--- src/rtl/mul_seq_unit.sv ---
// Iterative shift-add multiplier, one multiplier bit per cycle.
// Signed mode subtracts the multiplicand on the final (sign) bit.
module mul_seq_unit #(
  parameter int WIDTH = 16
) (
  input  logic             Clock,
  input  logic             Reset,
  input  logic             iStart,
  input  logic             iSigned,
  input  logic [WIDTH-1:0] iA,
  input  logic [WIDTH-1:0] iB,
  output logic             oBusy,
  output logic             oDone,
  output logic [WIDTH-1:0] oResultLo,
  output logic [WIDTH-1:0] oResultHi,
  output logic             oOverflow
);

  localparam int CW = $clog2(WIDTH);

  typedef enum logic [1:0] {
    IDLE,
    RUN,
    DONE
  } state_t;

  state_t state;
  state_t stateNext;

  logic [WIDTH-1:0] mcand;
  logic [WIDTH-1:0] mplier;
  logic [WIDTH:0]   acc;
  logic             sgn;
  logic [CW-1:0]    cnt;

  logic             accept;
  logic             lastBit;
  logic [WIDTH:0]   extA;
  logic [WIDTH:0]   addend;
  logic [WIDTH:0]   sum;
  logic [WIDTH-1:0] nextLo;
  logic             ovfNext;

  always_comb begin
    accept    = iStart && (state != RUN);
    stateNext = state;
    unique case (state)
      IDLE:    if (accept) stateNext = RUN;
      RUN:     if (lastBit) stateNext = DONE;
      DONE:    stateNext = accept ? RUN : IDLE;
      default: stateNext = IDLE;
    endcase
  end

  always_ff @(posedge Clock) begin
    if (Reset) state <= IDLE;
    else       state <= stateNext;
  end

  // acc is one bit wider than an operand so the
  // running partial sum never wraps in either mode
  always_comb begin
    lastBit = (cnt == CW'(WIDTH - 1));
    extA    = {sgn & mcand[WIDTH-1], mcand};
    addend  = '0;
    if (mplier[0]) begin
      if (lastBit && sgn) addend = -extA;
      else                addend = extA;
    end
    sum    = acc + addend;
    nextLo = {sum[0], mplier[WIDTH-1:1]};
    if (sgn)
      ovfNext = sum[WIDTH:1] != {WIDTH{nextLo[WIDTH-1]}};
    else
      ovfNext = sum[WIDTH:1] != '0;
  end

  always_ff @(posedge Clock) begin
    if (Reset) begin
      mcand     <= '0;
      mplier    <= '0;
      acc       <= '0;
      sgn       <= 1'b0;
      cnt       <= '0;
      oResultLo <= '0;
      oResultHi <= '0;
      oOverflow <= 1'b0;
    end else if (accept) begin
      mcand  <= iA;
      mplier <= iB;
      sgn    <= iSigned;
      acc    <= '0;
      cnt    <= '0;
    end else if (state == RUN) begin
      acc    <= {sgn & sum[WIDTH], sum[WIDTH:1]};
      mplier <= nextLo;
      cnt    <= cnt + 1'b1;
      if (lastBit) begin
        oResultHi <= sum[WIDTH:1];
        oResultLo <= nextLo;
        oOverflow <= ovfNext;
      end
    end
  end

  assign oBusy = (state == RUN);
  assign oDone = (state == DONE);

endmodule
--- config.mk ---
export PLATFORM = sky130hd
export DESIGN_NAME = mul_seq_unit
export DESIGN_NICKNAME = d
export VERILOG_FILES = /design/src/rtl/mul_seq_unit.sv
export SDC_FILE = /design/constraint.sdc
export NUM_CORES = 1
export LEC_CHECK = 0
export BUFFER_PORTS_ARGS = -buffer_cell sky130_fd_sc_hd__clkbuf_2
export CAP_MARGIN = 30
export CORE_MARGIN = 2
export CORE_UTILIZATION = 55
export DETAILED_ROUTE_END_ITERATION = 10
export HOLD_SLACK_MARGIN = 0.15
export PLACE_DENSITY = 0.77
export SLEW_MARGIN = 20
export SYNTH_ARGS = -nofsm -noshare
export SYNTH_HDL_FRONTEND = slang
export SYNTH_SLANG_ARGS = --single-unit
--- constraint.sdc ---
create_clock -name Clock -period 7.19 [get_ports Clock]
set_input_delay 0.719 -clock Clock [delete_from_list [all_inputs] [get_ports Clock]]
set_output_delay 0.719 -clock Clock [all_outputs]
set_load 0.01 [all_outputs]
==> impl_metrics.py <==
metrics = {
    "flow_run": {
        "maxCapViolCount": 0,
    },
    "logic_synthesis": {
        "synthDistinctLibCells": 76,
        "synth-seq-cells": 89,
        "synth_fp_nets": 673,
        "async_flop_share_pct": 0,
        "yosys-top-cells-area": "dfxtp_1 (36%), nand2_1 (10%), a21oi_1 (7.3%)",
        "synthMuxAreaShare_pct": 3.553,
        "synth_top_family_by_area": "simple AND/OR/NAND/NOR gates",
        "avgSynthCellArea_sq_um": 7.977,
        "yosys.area.top_type": "dfxtp_1",
        "synth_top_area_share_pct": 36.14,
        "synth_xor_area_share_pct": 3.909,
        "synth_common_cells": "nand2_1 (131), dfxtp_1 (89), a21oi_1 (72)",
        "ys_warn_count": 0,
        "synth_flop_cell": "dfxtp_1",
        "yosysSeqAreaShare_pct": 36.14,
        "synth_simple_gate_area_share_pct": 25.33,
        "synth_compound_area_share_pct": 22.03,
        "yosys.area_share.adder_pct": 4.975,
        "synthesis.instances": 618,
        "syn-cell-area_sq_mm": 0.004930,
        "yosysMostFrequentCell": "nand2_1",
        "synth_edf_count": 0,
    },
    "status": {
        "status": "finished, final reports clean",
    },
    "place": {
        "portBuffers": 70,
        "place_congestion": 1.083,
        "dp.final_hpwl_mm": 8.966,
    },
    "floorplan": {
        "core_area_sq_mm": 0.008721,
        "die_h_microns": 98.68,
        "initial_core_util_pct": 56.53,
        "num_rows": 34,
        "fp.dieArea_sq_mm": 0.009737,
        "dieWidth_microns": 98.68,
        "pin_count": 71,
    },
    "worst_setup_path": {
        "critPathBufInv": 1,
        "path_max_fanout": 6,
        "slowest_delay_ps": 540,
        "worstSetupEndpointType": "flip-flop",
        "required_ps": 7440,
        "critPathLaunchType": "flip-flop",
        "cp.arrival_ps": 4700,
        "worst-setup-path-type": "flip-flop to flip-flop",
        "cpMaxStageDelayCell": "o311ai_1",
        "critPathTopFamily": "simple AND/OR/NAND/NOR gates",
        "path_cells": "inv_1 -> ha_1 -> nor3b_1 -> nand2_1 -> or3_1 -> o31ai_1 -> xnor2_1 -> and2_1 -> ha_1 -> nand2_1 -> nor2_1 -> o2bb2ai_1 -> a31oi_2 -> o311ai_1 -> or2b_1 -> o41ai_2 -> o21ai_1",
    },
    "power": {
        "p_int_uw": 703.5,
        "p_leak_nw": 2.200,
        "swShare_pct": 30.45,
        "p_sw_uw": 308.0,
        "clockPowerShare_pct": 33.9,
        "seqPwrFrac_pct": 52.5,
        "p_comb_share_pct": 13.7,
        "peakVddDrop_mv": 0.1298,
        "p_per_area_mw_per_mm2": 184.1,
    },
    "sta": {
        "fin_tns_setup_ps": 0,
        "grt_setup_unrepaired": "false",
        "hold_ws_ps": 458.7,
        "setup_violations": 0,
        "fin_skew_ps": 13.04,
        "maxSlewHeadroom_pct": 33.35,
        "maxSlewViolCount": 0,
        "final.period_utilization_pct": 61.99,
        "finalCriticalPeriod_ps": 4457,
        "tightest_slew_ps": 999.7,
        "hold_violations": 0,
        "fmaxAchievable_ghz": 0.2244,
    },
    "clocking": {
        "ctsHoldBuffers": 0,
        "htreeDepth": 3,
        "cts.sinks": 89,
        "cts_root_buf": "clkbuf_8",
        "clock_path_buffers": 2,
        "cts_tree": "yes",
        "path_clk_slew_ps": 100,
        "cts_buffers": 9,
        "cts-resized-gates": 0,
        "post-cts-setup-buffer-count": 0,
        "clk_latency_ps": 360,
    },
    "detailed_routing": {
        "wl_per_cell_microns": 15.86,
        "drt_iter0_drc": 308,
        "wirelength_mm": 12.41,
        "avgViaCountPerCell": 5.861,
        "ant_nets": 0,
        "drc_errors": 0,
        "vias": 4583,
        "dr.pass1.iters": 6,
    },
    "cells_and_area": {
        "nFillCells": 778,
        "antenna_cells": 0,
        "nNetsFinal": 724,
        "drive_above_1_share_pct": 16.62,
        "area_delta_synth_final_pct": 11.45,
        "fin_util_pct": 63.00,
    },
    "global_route": {
        "grt_pass1_wl_mm": 20.91,
        "gr-total-overflow": 0,
        "grt_start_max_net_pins": 70,
        "antenna_found_initial": 0,
        "grt.total_usage_pct": 26.08,
        "grt_pass1_vias": 4311,
    },
    "hold_path": {
        "hold_path_class": "flip-flop to flip-flop",
    },
}
[power groups by stage]
stage / logic [mW] / clock network, mW / registers [mW]
finish: 0.138 / 0.343 / 0.531
global placement: 0.134 / 0 / 0.541
detailed placement: 0.137 / 0 / 0.542
global route: 0.154 / 0.371 / 0.534
floorplan: 0.105 / 0 / 0.535
CTS: 0.137 / 0.348 / 0.531
[sequential cells by signal, summed over array words and instances, names as in the netlist]
signal     cells
sgn            1
oOverflow      1
mplier        16
oResultHi     16
state          2
oResultLo     16
cnt            4
mcand         16
acc           17
[cell usage in the layout (no fill, tap or decap), types with 5 or more instances in the layout]
cell	synthesis	final
nand2_1	131	131
dfxtp_1	89	89
a21oi_1	72	72
clkbuf_2	0	70
nor2_1	53	52
a211oi_1	30	30
ha_1	18	18
and2_1	16	16
mux2i_1	16	16
xnor2_1	13	13
inv_1	10	10
xor2_1	9	9
o21ai_0	9	9
clkbuf_8	0	9
nor3_1	8	8
or3_1	8	8
nand3_1	7	7
nand2b_1	5	5
[worst register-to-register path: stages (launching register included)]
cell and delay [ps]:
dfxtp_1 380, inv_1 80, ha_1 230, nor3b_1 420
nand2_1 150, or3_1 380, o31ai_1 260, xnor2_1 90
and2_1 160, ha_1 370, nand2_1 180, nor2_1 230
o2bb2ai_1 180, a31oi_2 80, o311ai_1 540, or2b_1 290
o41ai_2 240, o21ai_1 90
[metrics by stage]
| stage | power [mW] | std cells | cell area (sq um) | worst slack (ps) |
|---|---|---|---|---|
| floorplan | 0.6403 | 618 | 4930 | 3365 |
| global placement | 0.6743 | 765 | 5285 | 2903 |
| detailed placement | 0.6785 | 766 | 5300 | 2754 |
| CTS | 1.016 | 782 | 5494 | 2739 |
| global route | 1.058 | 782 | 5494 | 2301 |
| finish | 1.012 | 782 | 5494 | 2733 |
[metal layers]
metal	part of all wire [%]	up-vias	track usage (%)
li1	-	2278	-
met1	46	2154	36.10
met2	47	137	43.64
met3	5.5	14	3.830
met4	0.94	0	5.374
met5	0	-	0
[final cells by class]
type	instances	area, sq um	area share (%)
clock buffers	9	123.9	2.255
multi-input cells	484	2950	53.70
well taps	108	135.1	2.460
repair buffers	75	395.4	7.197
flip-flops and latches	89	1782	32.43
clock inverters	7	70.07	1.275
inverters	10	37.54	0.6832
[worst paths after layout]
| kind | from | to | slack [ps] | cells past startpoint |
|---|---|---|---|---|
| max reg2reg | mcand[0] | oOverflow | 2730 | 17 |
| max | mcand[0] | oOverflow | 2730 | 17 |
| min | oResultLo[8] | oResultLo[8] | 460 | 2 |
| min reg2reg | oResultLo[8] | oResultLo[8] | 460 | 2 |
[kinds of logic after synthesis]
group / Yosys count
DFF: 89
xor gates and xnor gates: 22
and+or+nand+nor: 265
muxes: 17
AOI/OAI and AO/OA: 161
buffers and inverters: 45
adders and majority gates: 19
Power figures use the tool's default switching activity.
